`src/rtl/jt49_mix_seq.sv`:
```
// PSG mixer: gates tone/noise per channel, maps level through a shared log
// volume ROM one channel per step, and emits the summed sample every fourth step.
module jt49_mix_seq #(
  parameter int SUMW = 10
) (
  input  logic            clk,
  input  logic            rst,
  input  logic            cen,
  input  logic            tone_a,
  input  logic            tone_b,
  input  logic            tone_c,
  input  logic            noise,
  input  logic [5:0]      mixer_n,
  input  logic [4:0]      amp_a,
  input  logic [4:0]      amp_b,
  input  logic [4:0]      amp_c,
  input  logic [4:0]      envelope,
  output logic [7:0]      vol_a,
  output logic [7:0]      vol_b,
  output logic [7:0]      vol_c,
  output logic [SUMW-1:0] sound,
  output logic            sample
);

  typedef enum logic [1:0] {ST_A, ST_B, ST_C, ST_SUM} state_t;

  state_t          state, state_nx;
  logic [SUMW-1:0] acc;
  logic            tone_sel, tone_en_n, noise_en_n, gate;
  logic [4:0]      amp_sel, level, lin;
  logic [7:0]      vol_lin;

  always_ff @(posedge clk or posedge rst) begin
    if (rst) state <= ST_A;
    else     state <= state_nx;
  end

  // Channel operand mux: only the channel owning this step is looked at
  always_comb begin
    state_nx   = state;
    tone_sel   = 1'b0;
    tone_en_n  = 1'b1;
    noise_en_n = 1'b1;
    amp_sel    = 5'd0;
    case (state)
      ST_A: begin
        tone_sel = tone_a; tone_en_n = mixer_n[0]; noise_en_n = mixer_n[3]; amp_sel = amp_a;
        if (cen) state_nx = ST_B;
      end
      ST_B: begin
        tone_sel = tone_b; tone_en_n = mixer_n[1]; noise_en_n = mixer_n[4]; amp_sel = amp_b;
        if (cen) state_nx = ST_C;
      end
      ST_C: begin
        tone_sel = tone_c; tone_en_n = mixer_n[2]; noise_en_n = mixer_n[5]; amp_sel = amp_c;
        if (cen) state_nx = ST_SUM;
      end
      default: begin
        if (cen) state_nx = ST_A;
      end
    endcase
  end

  assign gate  = (tone_sel | tone_en_n) & (noise | noise_en_n);
  assign level = amp_sel[4] ? envelope : {amp_sel[3:0], 1'b1};
  assign lin   = gate ? level : 5'd0;

  // 1.5 dB per step, full scale 255
  always_comb begin
    vol_lin = 8'd0;
    case (lin)
      5'd0:  vol_lin = 8'd0;    5'd1:  vol_lin = 8'd1;
      5'd2:  vol_lin = 8'd2;    5'd3:  vol_lin = 8'd2;
      5'd4:  vol_lin = 8'd2;    5'd5:  vol_lin = 8'd3;
      5'd6:  vol_lin = 8'd3;    5'd7:  vol_lin = 8'd4;
      5'd8:  vol_lin = 8'd5;    5'd9:  vol_lin = 8'd6;
      5'd10: vol_lin = 8'd7;    5'd11: vol_lin = 8'd8;
      5'd12: vol_lin = 8'd10;   5'd13: vol_lin = 8'd11;
      5'd14: vol_lin = 8'd14;   5'd15: vol_lin = 8'd16;
      5'd16: vol_lin = 8'd19;   5'd17: vol_lin = 8'd23;
      5'd18: vol_lin = 8'd27;   5'd19: vol_lin = 8'd32;
      5'd20: vol_lin = 8'd38;   5'd21: vol_lin = 8'd45;
      5'd22: vol_lin = 8'd54;   5'd23: vol_lin = 8'd64;
      5'd24: vol_lin = 8'd76;   5'd25: vol_lin = 8'd90;
      5'd26: vol_lin = 8'd108;  5'd27: vol_lin = 8'd128;
      5'd28: vol_lin = 8'd152;  5'd29: vol_lin = 8'd181;
      5'd30: vol_lin = 8'd215;  default: vol_lin = 8'd255;
    endcase
  end

  always_ff @(posedge clk or posedge rst) begin
    if (rst) begin
      acc   <= '0;
      vol_a <= 8'd0;
      vol_b <= 8'd0;
      vol_c <= 8'd0;
      sound <= '0;
    end else if (cen) begin
      case (state)
        ST_A:    begin vol_a <= vol_lin; acc <= SUMW'(vol_lin);       end
        ST_B:    begin vol_b <= vol_lin; acc <= acc + SUMW'(vol_lin); end
        ST_C:    begin vol_c <= vol_lin; acc <= acc + SUMW'(vol_lin); end
        default: sound <= acc;
      endcase
    end
  end

  // Strobe drops on the next clk regardless of cen
  always_ff @(posedge clk or posedge rst) begin
    if (rst) sample <= 1'b0;
    else     sample <= cen && (state == ST_SUM);
  end

endmodule

```
`config.mk`:
```
export PLATFORM = sky130hd
export DESIGN_NAME = jt49_mix_seq
export DESIGN_NICKNAME = d
export VERILOG_FILES = /design/src/rtl/jt49_mix_seq.sv
export SDC_FILE = /design/constraint.sdc
export NUM_CORES = 1
export LEC_CHECK = 0
export CAP_MARGIN = 20
export CORE_ASPECT_RATIO = 0.9
export CORE_MARGIN = 2
export CORE_UTILIZATION = 35
export CTS_BUF_LIST = sky130_fd_sc_hd__clkbuf_4
export DETAILED_ROUTE_END_ITERATION = 10
export DONT_BUFFER_PORTS = 1
export GPL_TIMING_DRIVEN = 0
export PLACE_DENSITY = 0.5
export SYNTH_ARGS = -nofsm -noshare
export SYNTH_HDL_FRONTEND = slang
export SYNTH_SLANG_ARGS = --single-unit
```
`constraint.sdc`:
```
create_clock -name clk -period 5.1 [get_ports clk]
set_input_delay 1.02 -clock clk [delete_from_list [all_inputs] [get_ports clk]]
set_output_delay 1.02 -clock clk [all_outputs]
set_load 0.05 [all_outputs]
```
# == After elaboration in Yosys (flattened, before gate mapping) ==
# Memory sizes are Yosys's and may differ from the RTL's.
# Cells that the tools add are included.
# classes
addsub,1
multipliers,0
div_mod_pow,0
n_lt_le_gt_ge,0
n_eq_ne,3
n_shift,0
muxes,12
bitwise,4
n_reduce_logical,10
# op_table
op,count
case mux 10 bit (2 select lines),1
case mux 5 bit (3 select lines),1
adder 10 x 8 -> 10 bit,1
2-to-1 mux 5 bit,2
AND reduction 2 bit,5
case mux 1 bit (3 select lines),3
2-to-1 mux 2 bit,4
case mux 2 bit (3 select lines),1
== test 2 bit (second input constant),2
OR reduction 3 bit,1
== test 2 x 1 -> 1 bit (second input constant),1
logical NOT 2 bit,1
bitwise OR 1 bit,2
nonzero test 2 bit,1
OR reduction 2 bit,1
AND 1 bit,1
logical AND 1 bit,1
inverter 1 bit,1
# word_totals
regBits,47
latch_bits,0
mem_bits_rw,0
romBits,256
inputBits,33
out_inout_bits,35
memories,1
# mem_list
memory,depth,width,rd,rd_clocked_by_memory_dff,write_ports,line_no,source
(no name shown),32,8,1,0,0,71,case (lin)

# == Longest topological paths before layout ==
# An unclocked memory read counts as a cell.
# logic_depth
word_depth,8
depth_mapped,23
ltp_nobuf,20

# == Worst setup path after synthesis ==
# OpenSTA, ideal clock, no wires.
# synth_timing
path_kind,input to register
from,input port amp_c[4]
to,register acc[8]
setup_ns,0.087
t_arrival_ns,4.834
required_ns,5.013
path_slack_ns,0.180
cell_stages,16
path_cell_list,a222oi_1 -> buf_6 -> mux2i_1 -> nand2_1 -> ha_1 -> a221o_1 -> a22oi_2 -> nor2b_1 -> ha_1 -> fa_1 -> a21o_1 -> a21oi_1 -> o21ai_0 -> a21o_1 -> a2111o_1 -> o211ai_1
# synth_via
elab_chain_len,6
# synth_lines
item,line_no,source
"start, declared",16,"input logic [4:0] amp_c,"
case mux 5 bit (3 select lines),45,case (state)
2-to-1 mux 5 bit,65,"assign level = amp_sel[4] ? envelope : {amp_sel[3:0], 1'b1};"
2-to-1 mux 5 bit,66,assign lin = gate ? level : 5'd0;
memory (32 x 8 bit),n/a,
named net vol_lin[0],31,logic [7:0] vol_lin;
adder 10 x 8 -> 10 bit,"101, 102",
case mux 10 bit (2 select lines),99,case (state)
"end signal, assigned",100,ST_A: begin vol_a <= vol_lin; acc <= SUMW'(vol_lin); end
"end signal, assigned",101,ST_B: begin vol_b <= vol_lin; acc <= acc + SUMW'(vol_lin); end
"end signal, assigned",102,ST_C: begin vol_c <= vol_lin; acc <= acc + SUMW'(vol_lin); end
"end, declared",28,logic [SUMW-1:0] acc;
# The timed path passes the listed nets, and every way through them passes these cells.
# A chain may end at the register's enable or synchronous reset.

# == Worst setup path after layout ==
# layout_timing
from,register state[0]
to,register acc[8]
# layout_via
elab_chain_len,8
# layout_lines
item,line_no,source
"start, declared",27,"state_t state, state_nx;"
"start signal, assigned",35,else state <= state_nx;
== test 2 bit (tied with other cells),45,
case mux 1 bit (3 select lines),45,
bitwise OR 1 bit,64,assign gate = (tone_sel | tone_en_n) & (noise | noise_en_n);
AND 1 bit,64,
2-to-1 mux 5 bit (*),66,
memory (32 x 8 bit) (*),n/a,
named net vol_lin[0],31,
adder 10 x 8 -> 10 bit (*),"101, 102",
case mux 10 bit (2 select lines) (*),99,
# The timed path passes the listed nets; every way through them passes the cells marked *.

==> flow_metrics.py <==
metrics = {
    "yosys": {
        "ys_async_sr_fraction_pct": 100.0,
        "syn_inst": 317,
        "synth_top_cell_by_area": "dfrtp_1",
        "synth_seq_cells": 47,
        "synth-edff-count": 0,
        "synthesis.area_um2": 3054,
        "syn_area_per_cell_um2": 9.635,
        "synth_warnings": 0,
        "synth.area.top_cells": "dfrtp_1 (39%), ha_1 (7.4%), mux2_2 (5.5%), nand2_1 (5.4%), o21ai_0 (2.8%)",
        "synth_cell_types": 59,
        "ys_seq_area_share_pct": 38.51,
        "synth_flop_cell": "dfrtp_1",
        "synth_top_area_share_pct": 38.51,
        "synth_nets": 369,
    },
    "finish": {
        "layout-drive-gt1-share_pct": 19.82,
        "regArea_um2": 1176,
        "multi_input_area_um2": 1732,
        "fin_nets": 384,
        "area_growth_pct": 11.68,
        "final_cell_mix": "dfrtp_1 (47), nand2_1 (43), inv_1 (18), ha_1 (18), o21ai_0 (16)",
        "fill_cells": 874,
        "final_common_cell": "dfrtp_1",
    },
    "floorplan": {
        "core_area_um2": 8528,
        "fp.dieArea_um2": 9490,
        "die_y_um": 92.62,
        "die_w_um": 102.5,
        "initial_utilization_pct": 35.81,
        "io_pins": 68,
        "rows": 32,
    },
    "place": {
        "dpl.hpwl_um": 5789,
        "port_buffers": 0,
        "gp_congestion": 0.8486,
    },
    "sta": {
        "finalSetupViolCount": 0,
        "hold_viol_final": 0,
        "min_period_over_period_pct": 93.67,
        "slew_headroom_pct": 47.43,
        "rsz0062_at_grt": "false",
        "clock_skew_ns": 0.01093,
        "fin_setup_tns_ns": 0,
        "clock.fmax_ghz": 0.2093,
        "worstMarginPinSlew_ns": 0.7861,
        "drv_slew": 0,
        "fin_crit_ns": 4.777,
    },
    "routing": {
        "first_pass_iters": 4,
        "num_vias": 2408,
        "avgRoutedWirePerCell_um": 16.82,
        "drt_first_iter_violations": 167,
        "wl_um": 7618,
        "drt.antenna.violating_nets": 0,
        "viasPerCell": 5.316,
        "route.detailed.drc": 0,
    },
    "grt": {
        "grt_pass1_wl_um": 12480,
        "grt_pass1_vias": 2357,
        "grt_max_degree": 30,
        "grt_antenna_before_repair": 1,
        "grt_overflow_total": 0,
        "grtUsageTotal_pct": 16.98,
    },
    "clock_tree": {
        "cts_hold_buf": 0,
        "htree_levels": 2,
        "cts_tree": "built",
        "cts_sinks": 47,
        "clk_latency_ns": 0.37,
        "cts_buffer_depth": 2,
        "cts_inserted_buffers": 5,
        "clk_pin_slew_ns": 0.15,
        "cts_root_buf": "clkbuf_4",
    },
    "critical_path": {
        "path_cells": "inv_1 -> ha_1 -> buf_6 -> a222oi_1 -> buf_4 -> buf_6 -> mux2i_4 -> nand2_2 -> ha_1 -> a221o_1 -> a22oi_2 -> nor2b_1 -> ha_1 -> fa_1 -> a21o_1 -> a21oi_2 -> o21ai_1 -> a21o_1 -> a2111o_1 -> o211ai_1",
        "arrival_ns": 5.07,
        "critPathMaxStageDelay_ns": 0.42,
        "end_kind": "flop",
        "crit_type": "reg -> reg",
        "crit_required_ns": 5.39,
        "cp_max_fo": 10,
        "crit_top_cell": "ha_1",
        "cpMaxStageDelayCell": "dfrtp_1",
        "worstSetupStartpointType": "flop",
    },
    "run_status": {
        "status": "finished clean",
    },
    "job": {
        "drv_cap": 0,
    },
    "min_path": {
        "min_path_type": "in -> async",
    },
}
[what timing repair did]
| item | in CTS | in global routing |
|---|---|---|
| pin swaps | 0 | 4 |
| setup endpoints to repair | 2 | 3 |
| gates cloned | 0 | 1 |
| gates resized for setup | 3 | 6 |
| setup buffers | 0 | 8 |
[critical path, delay by kind of cell, from the launching register on]
family / cells / cell delay [ns]
compound gates: 9 / 2.07
fa+ha+maj: 4 / 1.13
buf+inv: 4 / 0.52
flops: 1 / 0.42
mux: 1 / 0.32
simple gates: 2 / 0.20
[cell type report]
type                    count  area share [%]
flip-flops and latches     47           34.48
multi-input cells         234           50.77
inverters                  19           2.091
repair buffers             10           2.494
clock inverters             3           1.394
diodes                      1         0.07337
clock buffers               5           1.101
plain buffers              15           3.228
well taps                 119           4.365
[path summary, 6_finish.rpt]
check                         start       end  slack, ns  depth (start not counted)
setup / recovery           state[0]    acc[8]       0.32                         20
hold / removal                  rst    sample       0.51                          1
setup reg to reg           state[0]    acc[8]       0.32                         20
hold reg to reg              acc[9]  sound[9]       0.54                          1
max in group asynchronous       rst  vol_a[6]       4.11                          2
min in group clk             acc[9]  sound[9]       0.54                          1
[layer usage]
layer,GRT usage [%],share of wire [%]
met1,25.54,49
met2,25.00,42
met3,4.000,8.3
met4,2.778,0.45
met5,0,0
[cell families after synthesis]
| logic type | count (synthesis) | synth area share, % |
|---|---|---|
| adder cells (fa/ha/maj) | 19 | 8.030 |
| flip-flops | 47 | 38.51 |
| AO/OA/AOI/OAI | 93 | 21.43 |
| AND/OR/NAND/NOR | 90 | 13.97 |
| multiplexers | 27 | 10.45 |
| XOR/XNOR | 5 | 1.434 |
| buffers and inverters | 36 | 6.186 |
[state kept, by name (all words and copies together), names as in the netlist]
signal and cells:
vol_b 8, vol_c 8, acc 10, sound 10, sample 1, vol_a 8
state 2
[cell usage after synthesis (3+ instances only)]
library cell	instances
buf_6	4
a31oi_1	3
a21oi_1	14
a211oi_1	4
o31ai_1	10
nor3_1	6
mux2i_1	7
ha_1	18
clkbuf_1	10
o21ai_1	8
nor2b_1	3
nor2_1	10
dfrtp_1	47
nand3_1	7
inv_1	19
xnor2_1	3
a222oi_1	5
a21o_1	3
nand2_1	44
o211ai_1	6
o21a_1	3
o21ai_0	17
mux2_2	15
[through the flow]
| step | cells | hold WS (ns) | setup WS, ns | util (%) | cell area (um2) |
|---|---|---|---|---|---|
| CTS | 445 | 0.5035 | 0.02574 | 39.01 | 3327 |
| global placement | 436 | 0.5133 | -0.4454 | 37.56 | 3203 |
| global route | 453 | 0.5227 | 0.03187 | 39.99 | 3411 |
| finish | 453 | 0.5060 | 0.3227 | 39.99 | 3411 |
| detailed placement | 437 | 0.5232 | -0.3948 | 37.79 | 3223 |
| floorplan | 317 | 0.4855 | 0.1799 | - | 3054 |
Power is not shown: default switching activity piles up to over one toggle a cycle in this logic, so the estimate is an artifact.
